**src/rtl/div_pkg.sv**
```systemverilog
// Shared types and constants for the divider scheduler and its iterative divider.
package div_pkg;

    localparam int unsigned DIV_WIDTH = 32;
    localparam logic [DIV_WIDTH-1:0] DBZ_QUOTIENT = 32'hFFFF_FFFF;

    typedef enum logic [2:0] {
        ST_IDLE,
        ST_ISSUE1,
        ST_WAIT1,
        ST_ISSUE2,
        ST_WAIT2,
        ST_RESP
    } state_t;

    typedef enum logic [1:0] {
        OP_QUO  = 2'b00,
        OP_REM  = 2'b01,
        OP_BOTH = 2'b10,
        OP_RSVD = 2'b11
    } op_t;

    // Operands latched at acceptance and held on the divider for the whole run
    typedef struct packed {
        logic [DIV_WIDTH-1:0] a;
        logic [DIV_WIDTH-1:0] b;
        logic                 divs;
        op_t                  op;
    } div_req_t;

endpackage

```
**src/rtl/divider.sv**
```systemverilog
// Iterative restoring divider, one quotient bit per cycle, no reset of its own.
// The signed result is formed combinationally from the live inputs on top of the magnitude core.
module divider
    import div_pkg::*;
(
    input  logic                 clk,
    input  logic                 go,
    input  logic [DIV_WIDTH-1:0] a,
    input  logic [DIV_WIDTH-1:0] b,
    input  logic                 divs,
    input  logic                 remainder,
    output logic [DIV_WIDTH-1:0] c,
    output logic                 available,
    output logic                 is_zero,
    output logic                 is_negative
);

    logic [DIV_WIDTH-1:0] rem_q;
    logic [DIV_WIDTH-1:0] quo_q;
    logic [DIV_WIDTH-1:0] bmag_q;
    logic [5:0]           cnt_q;
    logic                 run_q;
    logic                 avail_q;

    logic                 a_neg;
    logic                 b_neg;
    logic [DIV_WIDTH-1:0] amag;
    logic [DIV_WIDTH-1:0] bmag;
    logic [DIV_WIDTH:0]   trial;
    logic                 fits;
    logic [DIV_WIDTH-1:0] res_mag;
    logic                 res_neg;

    always_comb begin
        a_neg   = divs & a[DIV_WIDTH-1];
        b_neg   = divs & b[DIV_WIDTH-1];
        amag    = a_neg ? (~a + 32'd1) : a;
        bmag    = b_neg ? (~b + 32'd1) : b;
        trial   = {rem_q, quo_q[DIV_WIDTH-1]};
        fits    = trial >= {1'b0, bmag_q};
        res_mag = remainder ? rem_q : quo_q;
        res_neg = remainder ? a_neg : (a_neg ^ b_neg);
        c       = res_neg ? (~res_mag + 32'd1) : res_mag;
    end

    assign available   = avail_q;
    assign is_zero     = (c == '0);
    assign is_negative = c[DIV_WIDTH-1];

    // A zero divisor skips the iterations so the caller can substitute quickly
    always_ff @(posedge clk) begin
        avail_q <= 1'b0;
        if (go) begin
            rem_q  <= '0;
            quo_q  <= amag;
            bmag_q <= bmag;
            cnt_q  <= (b == '0) ? 6'd0 : 6'd32;
            run_q  <= 1'b1;
        end else if (run_q) begin
            if (cnt_q == 6'd0) begin
                run_q   <= 1'b0;
                avail_q <= 1'b1;
            end else begin
                rem_q <= fits ? (trial[DIV_WIDTH-1:0] - bmag_q) : trial[DIV_WIDTH-1:0];
                quo_q <= {quo_q[DIV_WIDTH-2:0], fits};
                cnt_q <= cnt_q - 6'd1;
            end
        end
    end

endmodule

```
**src/rtl/div_scheduler.sv**
```systemverilog
// Two-port round-robin front end sharing one iterative divider; sequences single and fused
// quotient/remainder runs, substitutes divide-by-zero results and aborts stuck runs.
module div_scheduler
    import div_pkg::*;
#(
    parameter int unsigned TIMEOUT = 96
) (
    input  logic                      clk,
    input  logic                      reset,
    input  logic [1:0]                req_valid,
    output logic [1:0]                req_ready,
    input  logic [1:0][DIV_WIDTH-1:0] req_a,
    input  logic [1:0][DIV_WIDTH-1:0] req_b,
    input  logic [1:0]                req_divs,
    input  logic [1:0][1:0]           req_op,
    output logic [1:0]                rsp_valid,
    input  logic [1:0]                rsp_ready,
    output logic [1:0][DIV_WIDTH-1:0] rsp_data,
    output logic [1:0][DIV_WIDTH-1:0] rsp_rem,
    output logic [1:0]                rsp_zero,
    output logic [1:0]                rsp_neg,
    output logic [1:0]                rsp_dbz,
    output logic [1:0]                rsp_err,
    output logic                      busy
);

    localparam int unsigned WD_W = $clog2(TIMEOUT + 1);

    state_t               state_q, state_d;
    div_req_t             lat_q;
    logic                 owner_q;
    logic                 prio_q;
    logic                 dbz_q;
    logic [WD_W-1:0]      wd_q;
    logic [DIV_WIDTH-1:0] q_data;
    logic [DIV_WIDTH-1:0] q_rem;
    logic                 q_zero;
    logic                 q_neg;

    logic                 winner_c;
    logic                 accept_c;
    logic                 div_go_c;
    logic                 div_rem_c;
    logic                 cap1_c;
    logic                 cap2_c;
    logic                 abort_c;
    logic                 load_resp_c;
    logic                 resp_done_c;
    logic                 wd_clr_c;
    logic                 wd_inc_c;
    logic                 wd_expired_c;

    logic [DIV_WIDTH-1:0] fin_data_c;
    logic [DIV_WIDTH-1:0] fin_rem_c;
    logic                 fin_zero_c;
    logic                 fin_neg_c;
    logic                 fin_dbz_c;

    logic [DIV_WIDTH-1:0] div_c;
    logic                 div_avail;
    logic                 div_zero;
    logic                 div_neg;

    // prio_q names the port that wins a tie; it moves away from each completed owner
    always_comb begin
        winner_c = prio_q;
        if (req_valid == 2'b01)      winner_c = 1'b0;
        else if (req_valid == 2'b10) winner_c = 1'b1;
    end

    always_comb begin
        req_ready = '0;
        if (state_q == ST_IDLE && req_valid[winner_c] && !rsp_valid[winner_c])
            req_ready[winner_c] = 1'b1;
    end

    assign accept_c     = |(req_valid & req_ready);
    assign wd_expired_c = (wd_q == WD_W'(TIMEOUT - 1));

    always_ff @(posedge clk) begin
        if (reset) state_q <= ST_IDLE;
        else       state_q <= state_d;
    end

    always_comb begin
        state_d     = state_q;
        div_go_c    = 1'b0;
        div_rem_c   = (lat_q.op == OP_REM);
        cap1_c      = 1'b0;
        cap2_c      = 1'b0;
        abort_c     = 1'b0;
        load_resp_c = 1'b0;
        resp_done_c = 1'b0;
        wd_clr_c    = 1'b0;
        wd_inc_c    = 1'b0;
        case (state_q)
            ST_IDLE: begin
                if (accept_c) state_d = ST_ISSUE1;
            end
            ST_ISSUE1: begin
                div_go_c = 1'b1;
                wd_clr_c = 1'b1;
                state_d  = ST_WAIT1;
            end
            ST_WAIT1: begin
                if (div_avail) begin
                    cap1_c = 1'b1;
                    if (lat_q.op == OP_BOTH) begin
                        state_d = ST_ISSUE2;
                    end else begin
                        load_resp_c = 1'b1;
                        state_d     = ST_RESP;
                    end
                end else if (wd_expired_c) begin
                    abort_c     = 1'b1;
                    load_resp_c = 1'b1;
                    state_d     = ST_RESP;
                end else begin
                    wd_inc_c = 1'b1;
                end
            end
            ST_ISSUE2: begin
                div_go_c  = 1'b1;
                div_rem_c = 1'b1;
                wd_clr_c  = 1'b1;
                state_d   = ST_WAIT2;
            end
            ST_WAIT2: begin
                div_rem_c = 1'b1;
                if (div_avail) begin
                    cap2_c      = 1'b1;
                    load_resp_c = 1'b1;
                    state_d     = ST_RESP;
                end else if (wd_expired_c) begin
                    abort_c     = 1'b1;
                    load_resp_c = 1'b1;
                    state_d     = ST_RESP;
                end else begin
                    wd_inc_c = 1'b1;
                end
            end
            ST_RESP: begin
                if (rsp_ready[owner_q]) begin
                    resp_done_c = 1'b1;
                    state_d     = ST_IDLE;
                end
            end
            default: state_d = ST_IDLE;
        endcase
    end

    // Response payload as it will be registered on entry to RESP
    always_comb begin
        fin_data_c = cap1_c ? div_c : q_data;
        fin_zero_c = cap1_c ? div_zero : q_zero;
        fin_neg_c  = cap1_c ? div_neg : q_neg;
        fin_rem_c  = '0;
        fin_dbz_c  = dbz_q;
        if (lat_q.op == OP_BOTH) fin_rem_c = cap2_c ? div_c : q_rem;
        if (dbz_q) begin
            fin_data_c = (lat_q.op == OP_REM) ? lat_q.a : DBZ_QUOTIENT;
            if (lat_q.op == OP_BOTH) fin_rem_c = lat_q.a;
            fin_zero_c = (fin_data_c == '0);
            fin_neg_c  = fin_data_c[DIV_WIDTH-1];
        end
        if (abort_c) begin
            fin_data_c = '0;
            fin_rem_c  = '0;
            fin_zero_c = 1'b0;
            fin_neg_c  = 1'b0;
            fin_dbz_c  = 1'b0;
        end
    end

    always_ff @(posedge clk) begin
        if (reset) begin
            lat_q     <= '0;
            owner_q   <= 1'b0;
            prio_q    <= 1'b0;
            dbz_q     <= 1'b0;
            wd_q      <= '0;
            q_data    <= '0;
            q_rem     <= '0;
            q_zero    <= 1'b0;
            q_neg     <= 1'b0;
            busy      <= 1'b0;
            rsp_valid <= '0;
            rsp_data  <= '0;
            rsp_rem   <= '0;
            rsp_zero  <= '0;
            rsp_neg   <= '0;
            rsp_dbz   <= '0;
            rsp_err   <= '0;
        end else begin
            if (accept_c) begin
                lat_q.a    <= req_a[winner_c];
                lat_q.b    <= req_b[winner_c];
                lat_q.divs <= req_divs[winner_c];
                lat_q.op   <= (req_op[winner_c] == OP_RSVD) ? OP_QUO : op_t'(req_op[winner_c]);
                owner_q    <= winner_c;
                dbz_q      <= (req_b[winner_c] == '0);
                busy       <= 1'b1;
            end
            if (wd_clr_c)      wd_q <= '0;
            else if (wd_inc_c) wd_q <= wd_q + WD_W'(1);
            if (cap1_c) begin
                q_data <= div_c;
                q_zero <= div_zero;
                q_neg  <= div_neg;
            end
            if (cap2_c) q_rem <= div_c;
            if (resp_done_c) begin
                busy      <= 1'b0;
                prio_q    <= ~owner_q;
                rsp_valid <= '0;
                rsp_data  <= '0;
                rsp_rem   <= '0;
                rsp_zero  <= '0;
                rsp_neg   <= '0;
                rsp_dbz   <= '0;
                rsp_err   <= '0;
            end else if (load_resp_c) begin
                rsp_valid[owner_q] <= 1'b1;
                rsp_data[owner_q]  <= fin_data_c;
                rsp_rem[owner_q]   <= fin_rem_c;
                rsp_zero[owner_q]  <= fin_zero_c;
                rsp_neg[owner_q]   <= fin_neg_c;
                rsp_dbz[owner_q]   <= fin_dbz_c;
                rsp_err[owner_q]   <= abort_c;
            end
        end
    end

    divider u_divider (
        .clk         (clk),
        .go          (div_go_c),
        .a           (lat_q.a),
        .b           (lat_q.b),
        .divs        (lat_q.divs),
        .remainder   (div_rem_c),
        .c           (div_c),
        .available   (div_avail),
        .is_zero     (div_zero),
        .is_negative (div_neg)
    );

endmodule
```
**config.mk**
```make
export PLATFORM = sky130hd
export DESIGN_NAME = div_scheduler
export DESIGN_NICKNAME = d
export VERILOG_FILES = /design/src/rtl/div_pkg.sv /design/src/rtl/divider.sv /design/src/rtl/div_scheduler.sv
export SDC_FILE = /design/constraint.sdc
export NUM_CORES = 1
export LEC_CHECK = 0
export ABC_AREA = 1
export BUFFER_PORTS_ARGS = -buffer_cell sky130_fd_sc_hd__buf_2
export CAP_MARGIN = 20
export CORE_ASPECT_RATIO = 1.25
export CORE_MARGIN = 1.5
export CORE_UTILIZATION = 59
export DETAILED_ROUTE_END_ITERATION = 8
export MAX_ROUTING_LAYER = met4
export PLACE_DENSITY = 0.91
export SYNTH_ARGS = -nofsm -noshare
export SYNTH_HDL_FRONTEND = slang
export SYNTH_HIERARCHICAL = 1
export SYNTH_SLANG_ARGS = --single-unit
```
**constraint.sdc**
```tcl
create_clock -name clk -period 6.15 [get_ports clk]
set_input_delay 1.23 -clock clk [delete_from_list [all_inputs] [get_ports clk]]
set_output_delay 1.23 -clock clk [all_outputs]
set_load 0.01 [all_outputs]
```
==> flow_summary_export.csv, run 1 <==
group,metric,value,unit
cells_and_area,layout_common_cells,"nand2_1 (760), nor2_1 (343), dfxtp_1 (319)",
floorplanning,core,35600,um^2
grt,antenna_found_initial,0,
logic_synthesis,ys_seq_area_share,39.7,%
cells_and_area,layout_commonest_cell,"nand2_1",
floorplanning,rows,77,
logic_synthesis,synthSimpleGateAreaFrac,28.1,%
critical_path,worstSetupStartpointType,"input pin",
clock_tree,cts_tree,"yes",
grt,track_usage,35.2,%
clock_tree,postCtsSetupRepairBufs,0,
logic_synthesis,synth.area.top_cells,"dfxtp_1 (30%), nand2_1 (13%), edfxtp_1 (9.8%)",
logic_synthesis,yosysUniqueCellTypes,53,
placed_design,io_buffers,280,
clock_tree,cts_root_buf,"clkbuf_16",
grt,grt_pass1_wl,104000,um
hold_path,hold_class,"reg2reg",
detailed_routing,remaining_drc_errors,0,
detailed_routing,wl_per_cell,17.6,um
critical_path,worstSetupEndpointType,"output pin",
critical_path,worstSetupPathType,"in2out",
grt,grt-busiest-layer,"met2",
logic_synthesis,synth.avg_cell_area,6.93,um^2
logic_synthesis,syn_inst,3085,
sta,slew_headroom,25.8,%
critical_path,cp.required,4.92,ns
cells_and_area,area_delta_synth_final,12.5,%
sta,finalHoldViolCount,0,
floorplanning,die-area,37400,um^2
logic_synthesis,synthesis.area,21400,um^2
critical_path,crit_fanout,46,
cells_and_area,fin_nets,3448,
sta,fin_crit_sh,72.9,%
sta,totalNegativeSetupSlack,0,ns
clock_tree,ctsResizeCount,0,
detailed_routing,ant_nets,0,
grt,grt_max_degree,136,
job,maxCapViolations,0,
power,power_leakage,11.1,nW
cells_and_area,drive_above_1_share,13.2,%
floorplanning,dieWidth,173,um
power,cellPowerDensity,498,nW/um^2
clock_tree,cts_sinks,389,
run_status,outcome,"completed",
clock_tree,ctsHoldBuffers,0,
logic_synthesis,synthAdderAreaFrac,2.32,%
critical_path,worstPathArrival,3.25,ns
grt,use_met3,4.47,%
logic_synthesis,synth_compound_area_share,17.0,%
detailed_routing,routed_wl,66300,um
sta,timing.hold.ws,0.451,ns
clock_tree,cts_htree_levels,2,
clock_tree,cts_buffers,37,
sta,slew_violations,0,
logic_synthesis,ys_ff_latch,389,
power,power.total,12.0,mW
clock_tree,clock_latency,0.53,ns
detailed_routing,drt_iter0_markers,2753,
sta,setup_viol,0,
critical_path,r2r_slack,2.15,ns
placed_design,hpwl,47200,um
clock_tree,ctsLongestPathBuffers,3,
logic_synthesis,synth.net_count,3264,
logic_synthesis,synth_top_family_by_area,"simple AND/OR/NAND/NOR gates",
clock_tree,path_clk_slew,0.06,ns
cells_and_area,n_antenna_cell,0,
grt,use_met1,43.1,%
floorplanning,die_y,216,um
logic_synthesis,synth_mux_area_share,0.0468,%
logic_synthesis,synth-async-reset-ratio,0,%
sta,finalClockSkew,0.0165,ns
floorplanning,num_io_pins,281,
logic_synthesis,ys_warn_count,6,
grt,grt-ovfl-total,0,
floorplanning,initial_core_util,60.2,%
logic_synthesis,synth_edf_count,70,
power,ir_drop,292,uV
logic_synthesis,synth_top_cell_by_area,"dfxtp_1",
grt,use_met2,56.6,%
detailed_routing,via_per_inst,5.77,
detailed_routing,routed-via-count,21777,
placed_design,gp_congestion,1.01,
detailed_routing,drtPass1Iterations,7,
sta,max_freq,0.223,GHz
logic_synthesis,synth_top_area_share,29.9,%
logic_synthesis,synth-xor-area-share,3.52,%
sta,rsz0062_at_grt,"false",
sta,tightest_slew,1.11,ns
sta,min_period,4.48,ns
logic_synthesis,synthFlopType,"dfxtp_1",
grt,grt_pass1_vias,20191,
-- synth_stat cells, types with 7 or more instances --
| library cell | number |
|---|---|
| xor2_1 | 55 |
| o221ai_1 | 21 |
| nor2_1 | 345 |
| nor3_1 | 34 |
| a31oi_1 | 48 |
| nand2_1 | 762 |
| ha_1 | 38 |
| a211oi_1 | 16 |
| clkbuf_1 | 72 |
| nor2_2 | 10 |
| a21oi_1 | 242 |
| o21a_1 | 8 |
| o21ai_1 | 19 |
| nand3b_1 | 32 |
| nand3_1 | 170 |
| or2_2 | 9 |
| edfxtp_1 | 70 |
| inv_1 | 316 |
| nor4_1 | 10 |
| nand4_1 | 21 |
| dfxtp_1 | 319 |
| nand2_2 | 16 |
| o21ai_0 | 283 |
| o2111ai_1 | 7 |
| xnor2_1 | 31 |
| buf_2 | 53 |
| inv_2 | 8 |
| buf_4 | 19 |
-- worst max-delay path: stages --
cell and delay, ns:
buf_2 0.11, inv_1 0.06, nand2_2 0.29, nand2_4 0.49
nand2_1 0.12, nand2_2 0.25, buf_4 0.44, nor2_4 0.08
buf_2 0.16
-- layout make-up --
| class | count | area (um^2) |
|---|---|---|
| well taps | 474 | 593 |
| clock inverters | 14 | 139 |
| repair buffers | 302 | 1590 |
| flip-flops and latches | 389 | 8490 |
| inverters | 324 | 1220 |
| fillers | 2891 | 11500 |
| clock buffers | 53 | 1110 |
| multi-input cells | 2215 | 10900 |
-- where the power goes --
group	internal [mW]	total, mW	switching (mW)
sequential	3.23	3.77	0.532
combinational	1.87	5.86	3.99
clock	1.35	2.35	0.999
total	6.46	12.0	5.52
-- registers in the layout, indices dropped and copies added (netlist names), 6 cells and up --
| name | cells |
|---|---|
| q_rem | 32 |
| rsp_rem | 64 |
| u_divider/rem_q | 32 |
| u_divider/cnt_q | 6 |
| u_divider/quo_q | 32 |
| rsp_data | 64 |
| q_data | 32 |
| u_divider/bmag_q | 32 |
| lat_q | 67 |
| wd_q | 7 |
-- per-stage QoR --
| step | instance area [um^2] | util [%] | cells | setup slack (ns) |
|---|---|---|---|---|
| 5_1_grt | 24100 | 67.7 | 3771 | 1.54 |
| 3_5_place_dp | 22800 | 64.1 | 3703 | 1.72 |
| 4_1_cts | 24000 | 67.6 | 3770 | 1.71 |
| 3_3_place_gp | 22800 | 64.1 | 3703 | 1.75 |
| 2_1_floorplan | 21400 | - | 3085 | 1.78 |
| 6_report | 24100 | 67.7 | 3771 | 1.67 |
-- routing by layer --
metal	share of wire, %	up-vias	routed length, um
met5	0	-	0
met4	5.6	0	3750
met3	8.5	232	5610
met2	47	1191	31000
met1	39	9898	26000
li1	-	10456	-
-- cells by family (layout without fill, tap and decap cells) --
| logic type | after synthesis | after routing |
|---|---|---|
| AOI/OAI and AO/OA | 665 | 665 |
| xor gates and xnor gates | 86 | 86 |
| adders and majority gates | 39 | 39 |
| buffers and inverters | 481 | 693 |
| DFF | 389 | 389 |
| muxes | 1 | 1 |
| and+or+nand+nor | 1424 | 1424 |
-- path summary, 6_finish.rpt --
kind              cells after the start                       start                        endpoint
setup / recovery                      9                req_valid[1]                    req_ready[1]
hold / removal                        2  u_divider/run_q$_SDFF_PP1_  u_divider/available$_SDFF_PP0_
setup reg to reg                     24       lat_q[1]$_SDFFE_PP0P_        rsp_zero[1]$_SDFFE_PP0P_
hold reg to reg                       2  u_divider/run_q$_SDFF_PP1_  u_divider/available$_SDFF_PP0_
Note: power is estimated with default switching activity, not from simulation.
==> run 2: changes to the inputs <==
--- a/config.mk
+++ b/config.mk
@@ -10,10 +10,10 @@
 export CAP_MARGIN = 20
 export CORE_ASPECT_RATIO = 1.25
 export CORE_MARGIN = 1.5
-export CORE_UTILIZATION = 59
+export CORE_UTILIZATION = 53
 export DETAILED_ROUTE_END_ITERATION = 8
 export MAX_ROUTING_LAYER = met4
-export PLACE_DENSITY = 0.91
+export PLACE_DENSITY = 0.87
 export SYNTH_ARGS = -nofsm -noshare
 export SYNTH_HDL_FRONTEND = slang
 export SYNTH_HIERARCHICAL = 1
==> constraint.sdc (replaced) <==
create_clock -name clk -period 3.8 [get_ports clk]
set_input_delay 0.76 -clock clk [delete_from_list [all_inputs] [get_ports clk]]
set_output_delay 0.76 -clock clk [all_outputs]
set_load 0.01 [all_outputs]
==> flow_summary_export.csv, run 2 (same netlist as run 1, synthesis figures left out) <==
group,metric,value,unit
run_status,outcome,"completed",
floorplanning,core,39900,um^2
sta,rsz0062_at_grt,"false",
detailed_routing,ant_nets,0,
floorplanning,rows,82,
sta,setup_viol,0,
sta,fin_crit_sh,92.5,%
cells_and_area,layout_common_cells,"nand2_1 (760), nor2_1 (344), dfxtp_1 (319)",
sta,totalNegativeSetupSlack,0,ns
floorplanning,die_y,228,um
cells_and_area,drive_above_1_share,14.0,%
cells_and_area,reg_top3,"lat_q (67), rsp_data (64), rsp_rem (64)",
grt,grt-ovfl-total,0,
grt,grt_pass1_wl,105000,um
critical_path,path_buf_inv,5,
clock_tree,ctsLongestPathBuffers,3,
clock_tree,cts_root_buf,"clkbuf_16",
cells_and_area,multiInputGateArea,10900,um^2
power,ir_drop,438,uV
sta,tightest_slew,0.960,ns
floorplanning,die-area,41600,um^2
detailed_routing,wl_per_cell,17.7,um
cells_and_area,n_antenna_cell,0,
clock_tree,cts_buffers,39,
critical_path,worstSetupEndpointType,"flip-flop",
placed_design,hpwl,49000,um
critical_path,regToRegEndpoint,"rsp_rem[28]$_SDFFE_PP0P_",
detailed_routing,drtPass1Iterations,6,
sta,slew_violations,0,
sta,min_period,3.51,ns
critical_path,cp.required,4.27,ns
cells_and_area,area_delta_synth_final,14.7,%
critical_path,r2r_slack,0.29,ns
cells_and_area,final_util,61.5,%
hold_path,min_to,"wd_q[6]$_SDFFE_PP0P_",
detailed_routing,via_per_inst,5.72,
detailed_routing,routed-via-count,21902,
cells_and_area,largest-register,"lat_q",
job,maxCapViolations,0,
grt,grt_pass1_vias,20082,
floorplanning,num_io_pins,281,
floorplanning,dieWidth,183,um
clock_tree,path_clk_slew,0.07,ns
floorplanning,initial_core_util,53.6,%
cells_and_area,largest_reg_flops,67,
critical_path,critPathTopFamily,"simple AND/OR/NAND/NOR gates",
sta,slew_headroom,36.0,%
hold_path,holdPathStages,2,
hold_path,hold_class,"reg2reg",
detailed_routing,remaining_drc_errors,0,
cells_and_area,fin_nets,3473,
critical_path,max_stage_delay,0.36,ns
critical_path,critical_path.most_common_cell,"nand2_1",
cells_and_area,layout_commonest_cell,"nand2_1",
cells_and_area,fillCellCount,3483,
critical_path,cpMaxStageDelayCell,"dfxtp_1",
cells_and_area,ff_latch_area,8490,um^2
detailed_routing,drt_iter0_markers,2194,
hold_path,holdCritStartpoint,"wd_q[6]$_SDFFE_PP0P_",
critical_path,r2r-start,"state_q[1]$_SDFFE_PP0P_",
clock_tree,cts_sinks,389,
clock_tree,clock_latency,0.56,ns
clock_tree,cts_tree,"yes",
sta,timing.hold.ws,0.468,ns
placed_design,io_buffers,280,
grt,track_usage,32.4,%
critical_path,worstSetupPathType,"reg2reg",
critical_path,worstSetupStartpointType,"flip-flop",
sta,finalHoldViolCount,0,
grt,grt_max_degree,97,
critical_path,crit_fanout,14,
power,power.total,20.0,mW
sta,max_freq,0.285,GHz
power,cellPowerDensity,815,nW/um^2
grt,antenna_found_initial,0,
critical_path,ff2ff_path_depth,26,
sta,finalClockSkew,0.0305,ns
critical_path,worstPathArrival,3.98,ns
placed_design,gp_congestion,0.995,
detailed_routing,routed_wl,67600,um
power,power_leakage,11.4,nW
clock_tree,cts_htree_levels,2,
run 2: cell types whose count changed in the layout (fill, tap and decap cells not counted), sizes merged:
cell	change
clkinv	+7
clkbuf	+1
inv	-2
buf	+21
bufinv	+2
clkinvlp	-1
run 2: cell type report:
class                   count  area share [%]
clock buffers              52            4.68
repair buffers            325            7.63
well taps                 504            2.57
inverters                 324            4.98
flip-flops and latches    389            34.6
multi-input cells        2215            44.5
clock inverters            20            1.04
run 2: worst min-delay path: stages (launching register included):
cell and delay (ns):
dfxtp_1 0.31, nand2_1 0.06, a21oi_1 0.05
run 2: per-layer routing:
layer | vias to the layer above | global-route usage, % | routed length [um]
met2 | 1086 | 52.7 | 31500
met1 | 10082 | 39.5 | 26800
li1 | 10510 | - | -
met5 | - | - | 0
met3 | 224 | 4.32 | 5480
met4 | 0 | 17.1 | 3860
run 2: metrics by stage:
step                worst slack [ns]  std cells  instance area [um^2]
floorplan                     0.0117       3085                 21400
global placement               0.356       3753                 23000
detailed placement             0.252       3753                 23000
CTS                            0.233       3825                 24400
global route                  0.0146       3829                 24500
finish                         0.287       3829                 24500
run 2: where the power goes:
part | switching [mW] | leakage, nW | internal, mW | total (mW)
clock | 1.72 | 0.693 | 2.43 | 4.16
sequential | 0.878 | 3.32 | 5.23 | 6.11
combinational | 6.55 | 7.34 | 3.18 | 9.73
total | 9.15 | 11.4 | 10.9 | 20.0
run 2: repair_timing:
action | 4_1_cts | 5_1_grt
gates resized for setup | 0 | 6
endpoints found under the setup margin | 0 | 9
setup buffers | 0 | 1
hold buffers | 0 | 0
run 2: worst max path at each step:
stage,depth (start not counted),endpoint,from
after floorplan,27,rsp_zero[1]$_SDFFE_PP0P_,state_q[0]$_SDFFE_PP0P_
after global placement,22,rsp_zero[0]$_SDFFE_PP0P_,state_q[1]$_SDFFE_PP0P_
after detailed placement,22,rsp_zero[0]$_SDFFE_PP0P_,state_q[1]$_SDFFE_PP0P_
after CTS,22,rsp_zero[1]$_SDFFE_PP0P_,state_q[1]$_SDFFE_PP0P_
after global routing,25,rsp_zero[1]$_SDFFE_PP0P_,state_q[1]$_SDFFE_PP0P_
final,26,rsp_rem[28]$_SDFFE_PP0P_,state_q[1]$_SDFFE_PP0P_
